[src/rtl/xnor_parity_ctrl_pkg.sv]
// ============================================================================
// Module : xnor_parity_defs (package)
// Brief  : Shared state encodings and requester count for xnor_parity_ctrl.
// Rev    : 1.0
// ============================================================================
`default_nettype none

package xnor_parity_defs;

    localparam int NUM_REQ = 2;

    typedef enum logic [0:0] {
        ST_IDLE = 1'b0,
        ST_OWN  = 1'b1
    } state_t;

endpackage

`default_nettype wire

[src/rtl/xnor_parity_ctrl_xnor5.sv]
// ============================================================================
// Module : xnor_parity_ctrl_xnor5
// Brief  : Five-input XNOR reduction cell shared between the requesters.
// Rev    : 1.0
// ============================================================================
`default_nettype none

module xnor_parity_ctrl_xnor5 (
    input  logic [4:0] a,
    output logic       y
);

    assign y = ~^a;

endmodule

`default_nettype wire

[src/rtl/xnor_parity_ctrl.sv]
// ============================================================================
// Module : xnor_parity_ctrl
// Brief  : Two-requester frame arbiter reporting the XNOR parity of each frame.
// Rev    : 1.0
// ============================================================================
`default_nettype none

module xnor_parity_ctrl
    import xnor_parity_defs::*;
#(
    parameter int CNT_W = 8
) (
    input  logic             CK,
    input  logic             CD,
    input  logic             REQ0,
    input  logic             REQ1,
    input  logic [4:0]       D0,
    input  logic [4:0]       D1,
    input  logic             LAST0,
    input  logic             LAST1,
    output logic             GNT0,
    output logic             GNT1,
    output logic             Z,
    output logic             ZV,
    output logic             ZID,
    output logic [CNT_W-1:0] CNT,
    output logic             BUSY
);

    localparam logic [CNT_W-1:0] C_CNT_MAX = {CNT_W{1'b1}};
    localparam logic [CNT_W-1:0] C_CNT_ONE = CNT_W'(1);

    state_t             r_state, w_state_nxt;
    logic               r_ptr, w_ptr_nxt;
    logic               r_owner, w_owner_nxt;
    logic               r_x, w_x_nxt;
    logic [CNT_W-1:0]   r_c, w_c_nxt;
    logic               r_zv, r_z, r_zid;
    logic [CNT_W-1:0]   r_cnt;

    logic [NUM_REQ-1:0] w_req;
    logic [NUM_REQ-1:0] w_gnt;
    logic               w_sel;
    logic               w_acc;
    logic               w_last;
    logic [4:0]         w_data;
    logic               w_xnor;
    logic               w_word;
    logic               w_x_acc;
    logic [CNT_W-1:0]   w_c_acc;
    logic               w_done;

    assign w_req = {REQ1, REQ0};

    // Grant: pointer priority when idle, exclusive to the owner mid-frame.
    always_comb begin
        w_gnt = '0;
        if (!CD) begin
            case (r_state)
                ST_IDLE: begin
                    if (w_req[r_ptr])
                        w_gnt[r_ptr] = 1'b1;
                    else if (w_req[~r_ptr])
                        w_gnt[~r_ptr] = 1'b1;
                end
                ST_OWN:  w_gnt[r_owner] = w_req[r_owner];
                default: w_gnt = '0;
            endcase
        end
    end

    assign w_sel  = w_gnt[1];
    assign w_acc  = |w_gnt;
    assign w_data = w_sel ? D1 : D0;
    assign w_last = w_sel ? LAST1 : LAST0;

    xnor_parity_ctrl_xnor5 u_xnor5 (
        .a (w_data),
        .y (w_xnor)
    );

    assign w_word = ~w_xnor;

    // A frame always starts in IDLE, so IDLE marks the first word.
    assign w_x_acc = (r_state == ST_IDLE) ? w_word : (r_x ^ w_word);
    assign w_c_acc = (r_state == ST_IDLE) ? C_CNT_ONE :
                     (r_c == C_CNT_MAX)   ? r_c : r_c + C_CNT_ONE;

    always_comb begin
        w_state_nxt = r_state;
        w_ptr_nxt   = r_ptr;
        w_owner_nxt = r_owner;
        w_x_nxt     = r_x;
        w_c_nxt     = r_c;
        w_done      = 1'b0;
        if (w_acc) begin
            w_x_nxt = w_x_acc;
            w_c_nxt = w_c_acc;
            if (w_last) begin
                w_state_nxt = ST_IDLE;
                w_ptr_nxt   = ~w_sel;
                w_done      = 1'b1;
            end else begin
                w_state_nxt = ST_OWN;
                w_owner_nxt = w_sel;
            end
        end
    end

    always_ff @(posedge CK) begin
        if (CD) begin
            r_state <= ST_IDLE;
            r_ptr   <= 1'b0;
            r_owner <= 1'b0;
            r_x     <= 1'b0;
            r_c     <= '0;
            r_zv    <= 1'b0;
            r_z     <= 1'b0;
            r_zid   <= 1'b0;
            r_cnt   <= '0;
        end else begin
            r_state <= w_state_nxt;
            r_ptr   <= w_ptr_nxt;
            r_owner <= w_owner_nxt;
            r_x     <= w_x_nxt;
            r_c     <= w_c_nxt;
            r_zv    <= w_done;
            if (w_done) begin
                r_z   <= ~w_x_acc;
                r_zid <= w_sel;
                r_cnt <= w_c_acc;
            end
        end
    end

    assign GNT0 = w_gnt[0];
    assign GNT1 = w_gnt[1];
    assign Z    = r_z;
    assign ZV   = r_zv;
    assign ZID  = r_zid;
    assign CNT  = r_cnt;
    assign BUSY = (r_state == ST_OWN);

endmodule

`default_nettype wire
[config.mk]
export PLATFORM = sky130hd
export DESIGN_NAME = xnor_parity_ctrl
export DESIGN_NICKNAME = d
export VERILOG_FILES = /design/src/rtl/xnor_parity_ctrl_pkg.sv /design/src/rtl/xnor_parity_ctrl_xnor5.sv /design/src/rtl/xnor_parity_ctrl.sv
export SDC_FILE = /design/constraint.sdc
export NUM_CORES = 1
export LEC_CHECK = 0
export BUFFER_PORTS_ARGS = -buffer_cell sky130_fd_sc_hd__clkbuf_2
export CORE_UTILIZATION = 45
export CTS_CLUSTER_SIZE = 40
export DETAILED_ROUTE_END_ITERATION = 8
export GPL_TIMING_DRIVEN = 1
export PLACE_DENSITY = 0.79
export SLEW_MARGIN = 20
export SYNTH_ARGS = -nofsm -noshare
export SYNTH_HDL_FRONTEND = slang
export SYNTH_HIERARCHICAL = 1
export SYNTH_SLANG_ARGS = --single-unit
[constraint.sdc]
create_clock -name CK -period 7.15 [get_ports CK]
set_clock_uncertainty 0.05 [all_clocks]
set_input_delay 0.3575 -clock CK [delete_from_list [all_inputs] [get_ports CK]]
set_output_delay 0.3575 -clock CK [all_outputs]
set_load 0.02 [all_outputs]
==> metrics.md, run 1 <==
| Metric | Value |
|---|---|
| Status | `complete, no violations` |
| Root buf cell | `clkbuf_4` |
| Hold crit path type | `in2reg` |
| Worst setup margin | `4.048 ns` |
| I/O pin total | `30` |
| Die ar. | `3122 um2` |
| Die height | `55.88 um` |
| Clock power share | `24.1%` |
| WL/cell | `14.47 um` |
| Int Power | `179.5 uW` |
| Initial DRC count | `73` |
| Worst-Margin Slew | `1.023 ns` |
| Synthesized cell area | `1306 um2` |
| Sequential area share after synthesis | `35.25%` |
| MaxCap Viol Count | `0` |
| CTS resizes | `0` |
| Switching Fraction | `29.86%` |
| Crit-path max FO | `26` |
| Slew margin rel. | `31.37%` |
| Clock sink count | `23` |
| Kind of start point of the critical path | `flop` |
| EDFF count, synth | `0` |
| Hold Path Stages | `2` |
| Register area | `460.4 um2` |
| Maximum clock insertion buffer count | `2` |
| Fin nets | `188` |
| Ant diodes | `0` |
| Maximum clock rate | `0.3223 GHz` |
| Worst hold start | `LAST1` |
| Register-to-register setup slack | `4.05 ns` |
| Metal3 WL | `163 um` |
| Reg2reg path depth | `7` |
| Reg2reg start | `BUSY$_SDFFE_PP0P_` |
| M1 wire length | `1273 um` |
| Antenna-violating nets left | `0` |
| Critical Path Max Stage Delay | `0.86 ns` |
| Buf/Inv on CP | `0` |
| Hold Path Sink | `r_owner$_SDFFE_PP0P_` |
| Metal2 WL | `1428 um` |
| H-Tree Depth | `1` |
| Fin crit share | `43.39%` |
| PD cells | `173.4 nW/um2` |
| Post-layout min period | `3.102 ns` |
| Leak pwr | `0.0006359 uW` |
| Post CTS Setup Buffer Count | `0` |
| Reg2reg end | `Z$_SDFFE_PP0P_` |
| Drt via density | `5.935` |
| Yosys warning total | `6` |
| Die Width | `55.88 um` |
| Vias in the first global route | `1133` |
| Sequential Power Share | `55.4%` |
| Yosys top cell area share | `35.25%` |
| Top_reg_cell synth | `dfxtp_1` |
| Worst Path Arrival | `3.27 ns` |
| CTS tree | `done` |
| Psw | `76.41 uW` |
| Cells after Synth | `146` |
| Slowest CP cell | `dfxtp_1` |
| Inst Count DP | `197` |
| First-pass GRT wire length | `4788 um` |
| Syn_area_per_cell | `8.947 um2` |
| Top Layer Used | `met4` |
| Grt total ovfl | `0` |
| Final setup violation count | `0` |
| Cell chain of the critical path | `nor3b_1, nor3_2, mux2_2, xnor3_1, xnor2_1, xor2_1, mux2i_1` |
| VDD IR max | `143.3 uV` |
| Cell variety after synth | `43` |
| Area grow syn2layout | `13.03%` |
| Finished Layout Cells | `201` |
| Kind of critical path | `reg2reg` |
| Yosys reg bits | `23` |
| Most frequent cell after synthesis | `dfxtp_1` |
| Skew-Pair Late Insertion Delay | `0.32 ns` |
| Final wirelength | `2908 um` |
| Number of CTS-inserted buffers | `3` |
| Endpoints failing hold | `0` |
| Combinational power share | `20.5%` |
| Clk pin slew, worst setup/hold paths | `0.13 ns` |
| DRC | `0` |
| Cts hold-fix bufs | `0` |
| Slew Limit Fails | `0` |
| Commonest cells post-synth | `dfxtp_1, nand2_1, a21oi_1` |
| FILL cells | `247` |
| Total vias in the final route | `1193` |
| First drt pass iteration count | `4` |
| Antenna violations before repair | `0` |
| Area occupied by multi-input gates | `777.0 um2` |
| Post-DP HPWL | `2086 um` |
| RSZ-0062 raised after global routing | `false` |
| Row Count | `19` |
| Initial Utilization | `47.37%` |
| Core Area | `2758 um2` |
| GRT Overall Usage | `19.10%` |
| Critical Path Stages | `7` |
| Port-buffer cells | `29` |
| Largest net degree at the start of global routing | `27` |
| Setup TNS | `0 ns` |
| Placer's final routability congestion estimate | `0.8578` |
| WP data required | `7.32 ns` |
| Async S/R FF share, synth | `0%` |
| CP Capture Type | `flop` |
| CP delay by family, top | `flip-flops` |
| Area leader, netlist | `dfxtp_1` |
| Layout cells sized above 1 | `25.88%` |
| Top cells by area, synth | `dfxtp_1, mux2i_1, mux2_2, nand2_1, a21oi_1` |
| Setup WS pre-CTS | `4.127 ns` |
| Synth Net Count | `163` |
## how the worst max path moves through the flow
stage	from	end	slack, ns
floorplan	BUSY$_SDFFE_PP0P_	Z$_SDFFE_PP0P_	4.48
global placement	BUSY$_SDFFE_PP0P_	Z$_SDFFE_PP0P_	4.27
detailed placement	BUSY$_SDFFE_PP0P_	Z$_SDFFE_PP0P_	4.13
CTS	BUSY$_SDFFE_PP0P_	Z$_SDFFE_PP0P_	4.10
global route	BUSY$_SDFFE_PP0P_	Z$_SDFFE_PP0P_	3.80
finish	BUSY$_SDFFE_PP0P_	Z$_SDFFE_PP0P_	4.05
## layer usage
layer	vias to the layer above	global-route usage, %
met4	0	6.969
met3	6	5.814
li1	593	-
met2	41	31.67
met1	553	23.43
met5	-	0
## state kept, by name (all words and copies together), names as in the netlist
name,cells
CNT,8
r_c,8
BUSY,1
Z,1
ZID,1
ZV,1
r_owner,1
r_ptr,1
r_x,1
## power by group through the flow
stage / Combinational, uW / Sequential [uW] / Clock (uW)
2_1_floorplan: 36.0 / 146 / 0
3_3_place_gp: 50.4 / 144 / 0
3_5_place_dp: 52.2 / 145 / 0
4_1_cts: 52.5 / 142 / 63.4
5_1_grt: 57.0 / 143 / 70.2
6_report: 52.4 / 142 / 61.6
## placed cells by master, fill, tap and decap left out, types with 2 or more instances in the layout
cell type and instances:
dfxtp_1 23, mux2_2 6, nand3_1 6, o21ai_0 8, nor2b_1 4, o211ai_1 3
nand4_1 5, a32o_1 2, o211a_1 2, and3_1 5, clkbuf_4 3, nor3b_1 2
a21oi_1 10, xnor2_1 2, nand2_1 14, mux2_1 2, nor2_1 3, a21boi_0 3
a21o_1 2, clkbuf_2 29, mux2i_1 7, o21a_1 2, and4_1 2, inv_1 5
## cell families after synthesis
group,Yosys count,synth area share (%)
and+or+nand+nor,45,19.35
muxes,15,12.26
AOI/OAI and AO/OA,43,23.18
buffers and inverters,15,5.269
xor gates and xnor gates,4,3.736
DFF,23,35.25
adders and majority gates,1,0.9577
## per-stage QoR
| stage | cell area [um2] | power [uW] | hold slack (ns) | util, % |
|---|---|---|---|---|
| after detailed placement | 1449 | 196.7 | 0.4055 | 52.54 |
| final | 1476 | 255.9 | 0.2206 | 53.54 |
| after floorplan | 1306 | 182.3 | 0.4062 | - |
| after global placement | 1449 | 194.4 | 0.3942 | 52.54 |
| after global routing | 1476 | 270.5 | 0.2246 | 53.54 |
| after CTS | 1476 | 257.6 | 0.2091 | 53.54 |
## worst register-to-register path, delay by kind of cell (launching register included)
| kind | cells | cell delay (ns) |
|---|---|---|
| xor gates and xnor gates | 3 | 0.84 |
| DFF | 1 | 0.86 |
| muxes | 2 | 0.49 |
| and+or+nand+nor | 2 | 0.76 |
## final cells by class
class,instances,share of cell area [%]
Tap cell,31,2.627
Clock buffer,3,1.525
Clock inverter,1,0.3390
Multi-Input combinational cell,108,52.63
Sequential cell,23,31.19
Timing Repair Buffer,29,9.830
Inverter,6,1.864
Note: power is estimated with default switching activity, not from simulation.
==> run 2, diff against run 1 <==
--- a/config.mk
+++ b/config.mk
@@ -5,6 +5,7 @@
 export SDC_FILE = /design/constraint.sdc
 export NUM_CORES = 1
 export LEC_CHECK = 0
+export ABC_AREA = 1
 export BUFFER_PORTS_ARGS = -buffer_cell sky130_fd_sc_hd__clkbuf_2
 export CORE_UTILIZATION = 45
 export CTS_CLUSTER_SIZE = 40
==> constraint.sdc (replaced) <==
create_clock -name CK -period 2.95 [get_ports CK]
set_clock_uncertainty 0.05 [all_clocks]
set_input_delay 0.1475 -clock CK [delete_from_list [all_inputs] [get_ports CK]]
set_output_delay 0.1475 -clock CK [all_outputs]
set_load 0.02 [all_outputs]
==> metrics.md, run 2 <==
| Metric | Value |
|---|---|
| Kind of critical path | `reg2reg` |
| Antenna-violating nets left | `0 (unchanged)` |
| Slew margin rel. | `53.10% (+22 points)` |
| Crit-path most repeated cell | `nand2_1` |
| Most frequent cells in the layout | `nand2_1, clkbuf_2, nor2_1, inv_1, dfxtp_1` |
| Grt peak-use layer | `met2` |
| Clock sink count | `23 (unchanged)` |
| Most common cell after layout, fill and taps aside | `nand2_1` |
| Grt total ovfl | `0 (unchanged)` |
| GRT met2 Usage | `29.93% (-1.7 points)` |
| Final setup violation count | `0 (unchanged)` |
| Post CTS Setup Buffer Count | `0 (unchanged)` |
| Register area | `460.4 um2 (unchanged)` |
| Top cells by area, synth | `dfxtp_1, nand2_1, nor2_1, inv_1, nand3_1` |
| Clock power share | `22.3% (-1.8 points)` |
| Status | `complete, but fails checks` |
| Commonest cells post-synth | `nand2_1, nor2_1, inv_1` |
| CTS resizes | `0 (unchanged)` |
| Inst Count DP | `253 (+28%)` |
| Final wirelength | `2602 um (-11%)` |
| Async S/R FF share, synth | `0% (unchanged)` |
| Core Area | `2805 um2 (+1.7%)` |
| Antenna violations before repair | `0 (unchanged)` |
| Yosys top cell area share | `34.17% (-1.1 points)` |
| Area leader, netlist | `dfxtp_1` |
| H-Tree Depth | `1 (unchanged)` |
| Most frequent cell after synthesis | `nand2_1` |
| Initial Utilization | `48.04% (+0.67 points)` |
| Int Power | `448.0 uW (+150%)` |
| M3 GR Usage | `5.069% (-0.74 points)` |
| Endpoints failing hold | `0 (unchanged)` |
| Row Count | `19 (unchanged)` |
| Root buf cell | `clkbuf_4` |
| Post-DP HPWL | `1934 um (-7.3%)` |
| Number of CTS-inserted buffers | `3 (unchanged)` |
| Sequential Power Share | `52.8% (-2.6 points)` |
| Leak pwr | `0.0007842 uW (+23%)` |
| Kind of start point of the critical path | `flop` |
| Worst Path Arrival | `2.39 ns (-0.88 ns)` |
| Hold slack final | `0.06082 ns (-0.1598 ns)` |
| Cells after Synth | `198 (+36%)` |
| Post-layout min period | `2.171 ns (-0.9310 ns)` |
| Psw | `235.8 uW (+210%)` |
| Setup TNS | `0 ns (unchanged)` |
| Syn_area_per_cell | `6.806 um2 (-24%)` |
| Crit-path max FO | `10 (-62%)` |
| RSZ-0062 raised after global routing | `false` |
| Drt via density | `4.895 (-18%)` |
| Clk pin slew, worst setup/hold paths | `0.13 ns (about the same)` |
| Routing usage on met1 | `23.58% (+0.15 points)` |
| EDFF count, synth | `0 (unchanged)` |
| Yosys reg bits | `23 (unchanged)` |
| Finished Layout Cells | `257 (+28%)` |
| Slew Limit Fails | `0 (unchanged)` |
| Area grow syn2layout | `12.63%` |
| CP Capture Type | `flop` |
| Area occupied by multi-input gates | `743.2 um2 (-4.3%)` |
| Die ar. | `3217 um2 (+3.0%)` |
| Critical Path Max Stage Delay | `0.64 ns (-0.22 ns)` |
| Cts hold-fix bufs | `0 (unchanged)` |
| VDD IR max | `302.5 uV (+110%)` |
| Maximum clock insertion buffer count | `2 (unchanged)` |
| Maximum clock rate | `0.4606 GHz (+43%)` |
| DRC | `2 (+2)` |
| Port-buffer cells | `29 (unchanged)` |
| Combinational power share | `25.0% (+4.5 points)` |
| PD cells | `450.5 nW/um2 (+160%)` |
| Fin nets | `244 (+30%)` |
| Fin crit share | `73.60% (+30 points)` |
| Worst-Margin Slew | `0.7027 ns (-0.3206 ns)` |
| WL/cell | `10.12 um (-30%)` |
| Vias in the first global route | `1079 (-4.8%)` |
| Initial DRC count | `41 (-44%)` |
| Cell chain of the critical path | `nand2_2, nand3_4, nand2_4, inv_1, nand2_1, nand2_1, inv_1, nand2_2, nand2_1, nand2_2, nand2_1, nand2_1, nand2_1, xor2_1, nor2_1, nor2_1` |
| Die Width | `56.72 um (+1.5%)` |
| GRT Overall Usage | `18.28% (-0.81 points)` |
| WP data required | `3.17 ns (-4.15 ns)` |
| Placer's final routability congestion estimate | `0.8356 (-2.6%)` |
| Yosys warning total | `6 (unchanged)` |
| Total vias in the final route | `1258 (+5.4%)` |
| Synth Net Count | `215 (+32%)` |
| Hold crit path type | `in2reg` |
| First-pass GRT wire length | `4657 um (-2.7%)` |
| Slowest CP cell | `dfxtp_1` |
| Largest net degree at the start of global routing | `23 (-15%)` |
| First drt pass iteration count | `6 (+2)` |
| FILL cells | `282 (+14%)` |
| Die height | `56.72 um (+1.5%)` |
| Cell variety after synth | `28 (-35%)` |
| Switching Fraction | `34.48% (+4.6 points)` |
| I/O pin total | `30 (unchanged)` |
| CTS tree | `done` |
| Ant diodes | `0 (unchanged)` |
| Failing checks | `design-rule violations` |
| Skew-Pair Late Insertion Delay | `0.32 ns (about the same)` |
| Layout cells sized above 1 | `25.66% (-0.22 points)` |
| Synthesized cell area | `1348 um2 (+3.2%)` |
| MaxCap Viol Count | `0 (unchanged)` |
| Sequential area share after synthesis | `34.17% (-1.1 points)` |
| Top_reg_cell synth | `dfxtp_1` |
[run 2: routing by layer]
metal	wire [um]	vias to the layer above
met4	20	0
met1	1270	534
met3	134	5
li1	-	681
met5	0	-
met2	1176	38
[run 2: final cells by class]
class | instances | area share [%]
flip-flops and latches | 23 | 30.34
well taps | 31 | 2.556
clock inverters | 1 | 0.3298
clock buffers | 3 | 1.484
inverters | 26 | 6.760
multi-input cells | 144 | 48.97
repair buffers | 29 | 9.563
[run 2: worst paths after layout]
| kind | cells past startpoint | startpoint | slack, ns | to |
|---|---|---|---|---|
| max | 16 | BUSY$_SDFFE_PP0P_ | 0.78 | r_x$_SDFFE_PP0P_ |
| min | 3 | LAST1 | 0.06 | ZID$_SDFFE_PP0P_ |
| max reg2reg | 16 | BUSY$_SDFFE_PP0P_ | 0.78 | r_x$_SDFFE_PP0P_ |
| min reg2reg | 2 | CNT[1]$_SDFFE_PP0P_ | 0.43 | CNT[1]$_SDFFE_PP0P_ |
[run 2: logic make-up after synthesis]
group | count (synthesis) | share of synthesized area, %
compound gates | 26 | 10.96
simple gates | 115 | 41.97
buf+inv | 31 | 10.68
xor+xnor | 2 | 1.300
fa+ha+maj | 1 | 0.9284
flops | 23 | 34.17
[run 2: critical path, delay by kind of cell (launching register included)]
kind | cells | cell delay [ns]
flip-flops | 1 | 0.64
AND/OR/NAND/NOR | 13 | 0.99
XOR/XNOR | 1 | 0.22
buffers and inverters | 2 | 0.21
[run 2: power by group through the flow]
stage	Sequential [uW]	Clock, uW	Combinational, uW
CTS	361	156	172
detailed placement	367	0	171
global route	365	170	193
floorplan	373	0	128
finish	361	152	171
global placement	367	0	168
[run 2: per-stage QoR]
stage,instance area [um2],setup WS [ns],util (%),power [uW]
after floorplan,1348,0.8910,-,500.9
after global placement,1490,0.9019,53.12,534.5
after detailed placement,1490,0.8025,53.12,538.2
after CTS,1518,0.7706,54.10,688.4
after global routing,1518,0.5431,54.10,727.8
final,1518,0.7787,54.10,683.8
==> run 3, diff against run 2 <==
==> constraint.sdc (replaced) <==
create_clock -name CK -period 2.04 [get_ports CK]
set_clock_uncertainty 0.05 [all_clocks]
set_input_delay 0.102 -clock CK [delete_from_list [all_inputs] [get_ports CK]]
set_output_delay 0.102 -clock CK [all_outputs]
set_load 0.02 [all_outputs]
==> metrics.md, run 3 (synthesized netlist as in run 2, its figures left out) <==
| Metric | Value |
|---|---|
| Status | `complete, but fails checks` |
| Failing checks | `design-rule violations` |
| Layout cells sized above 1 | `32.76% (+7.1 points)` |
| Cts hold-fix bufs | `0 (unchanged)` |
| Ant diodes | `0 (unchanged)` |
| Maximum clock rate | `0.5291 GHz (+15%)` |
| First drt pass iteration count | `6 (unchanged)` |
| Buf/Inv on CP | `2 (unchanged)` |
| Slew Limit Fails | `0 (unchanged)` |
| I/O pin total | `30 (unchanged)` |
| Hold Path Stages | `3 (unchanged)` |
| Post-route cell area | `1617 um2 (+6.5%)` |
| H-Tree Depth | `1 (unchanged)` |
| Antenna violations before repair | `0 (unchanged)` |
| Grt total ovfl | `0 (unchanged)` |
| Clock sink count | `23 (unchanged)` |
| Final Power | `1025 uW (+50%)` |
| M3 GR Usage | `3.456% (-1.6 points)` |
| Skew-Pair Late Insertion Delay | `0.32 ns (about the same)` |
| Endpoints failing hold | `0 (unchanged)` |
| Dpl cell area | `1503 um2 (+0.84%)` |
| Post-DP HPWL | `1944 um (+0.52%)` |
| VDD IR max | `315.7 uV (+4.4%)` |
| Die height | `56.72 um (unchanged)` |
| Critical Path Stages | `16 (unchanged)` |
| WL/cell | `10.67 um (+5.4%)` |
| Setup TNS | `0 ns (unchanged)` |
| Initial Utilization | `48.04% (unchanged)` |
| Placer's final routability congestion estimate | `0.8415 (+0.71%)` |
| WP data required | `2.22 ns (-0.95 ns)` |
| Most common cell after layout, fill and taps aside | `nand2_1` |
| Number of CTS-inserted buffers | `3 (unchanged)` |
| Crit-path most repeated cell | `nand2_2` |
| Fin nets | `250 (+2.5%)` |
| Core Area | `2805 um2 (unchanged)` |
| CP delay by family, top | `simple AND/OR/NAND/NOR gates` |
| GRT met2 Usage | `31.46% (+1.5 points)` |
| Die ar. | `3217 um2 (unchanged)` |
| Cell chain of the critical path | `inv_6, nand2_2, nand3_4, nand2_8, clkinvlp_4, nand2_1, nand2_1, nand2_2, nand2_2, nand2_2, nand2_1, nand2_1, nand2_2, xor2_2, nor2_1, nor2_1` |
| Initial DRC count | `50 (+22%)` |
| Vias in the first global route | `1145 (+6.1%)` |
| Post-layout min period | `1.890 ns (-0.2813 ns)` |
| Clk pin slew, worst setup/hold paths | `0.13 ns (about the same)` |
| Slowest CP cell | `dfxtp_4` |
| Largest net degree at the start of global routing | `23 (unchanged)` |
| CTS tree | `done` |
| Slew margin rel. | `55.24% (+2.1 points)` |
| MaxCap Viol Count | `0 (unchanged)` |
| Fin crit share | `92.64% (+19 points)` |
| First-pass GRT wire length | `4623 um (-0.73%)` |
| Final wirelength | `2807 um (+7.9%)` |
| Kind of start point of the critical path | `flop` |
| Leak pwr | `0.0008096 uW (+3.2%)` |
| Final setup violation count | `0 (unchanged)` |
| Crit-path max FO | `6 (-4)` |
| Kind of critical path | `reg2reg` |
| Hold slack final | `0.006291 ns (-0.05453 ns)` |
| Most frequent cells in the layout | `nand2_1, clkbuf_2, nor2_1, inv_1, dfxtp_1` |
| Total vias in the final route | `1315 (+4.5%)` |
| Hold crit path type | `in2reg` |
| Root buf cell | `clkbuf_4` |
| Die Width | `56.72 um (unchanged)` |
| Port-buffer cells | `29 (unchanged)` |
| Row Count | `19 (unchanged)` |
| Util after Layout | `57.63% (+3.5 points)` |
| Reg2reg path depth | `16 (unchanged)` |
| Antenna-violating nets left | `0 (unchanged)` |
| Maximum clock insertion buffer count | `2 (unchanged)` |
| CP Capture Type | `flop` |
| Critical Path Max Stage Delay | `0.41 ns (-0.23 ns)` |
| Area grow syn2layout | `19.96%` |
| Routing usage on met1 | `21.71% (-1.9 points)` |
| Grt peak-use layer | `met2` |
| Drt via density | `5.000 (+2.1%)` |
| Worst-Margin Slew | `0.6707 ns (-0.03203 ns)` |
| GRT Overall Usage | `18.05% (-0.23 points)` |
| PD cells | `634.3 nW/um2 (+41%)` |
| Worst Path Arrival | `2.07 ns (-0.32 ns)` |
| DRC | `3 (+1)` |
-- run 3: cell count changes in the layout (fill, tap and decap cells not counted), sizes merged --
cell / delta
clkinvlp: +1
buf: +6
inv: -1
-- run 3: final timing paths --
path                       startpoint                  end  slack [ns]
hold reg to reg   CNT[7]$_SDFFE_PP0P_  CNT[7]$_SDFFE_PP0P_        0.43
setup / recovery    BUSY$_SDFFE_PP0P_     r_x$_SDFFE_PP0P_        0.15
setup reg to reg    BUSY$_SDFFE_PP0P_     r_x$_SDFFE_PP0P_        0.15
hold / removal                  LAST1     ZID$_SDFFE_PP0P_       0.006
-- run 3: where the power goes --
group	switching, uW	internal (uW)	total (uW)
logic	179	108	287
registers	31.2	486	517
clock network	147	73.6	221
-- run 3: stage by stage --
step	std cells	setup slack (ns)
CTS	258	0.1107
floorplan	198	0.06233
finish	263	0.1500
global route	263	-0.03189
detailed placement	254	0.1579
global placement	254	0.2254
-- run 3: timing repair --
action / 4_1_cts / 5_1_grt
buffers inserted: 0 / 5
endpoints found under the setup margin: 0 / 2
gates resized for setup: 0 / 12
-- run 3: worst min-delay path, delay by kind of cell --
kind / cells / cell delay (ns)
buf+inv: 1 / 0.09
simple gates: 2 / 0.15
-- run 3: area by class of cell --
class                   instances  area (um2)
clock inverters                 1       5.005
repair buffers                 35       190.2
well taps                      31       38.79
clock buffers                   3       22.52
fillers                       261        1189
inverters                      26       106.4
multi-input cells             144       789.5
flip-flops and latches         23       464.2
-- run 3: layer usage --
layer | wire length (um) | part of all wire (%)
met1 | 1283 | 46
met4 | 38 | 1.4
met5 | 0 | 0
met2 | 1399 | 50
met3 | 84 | 3.0
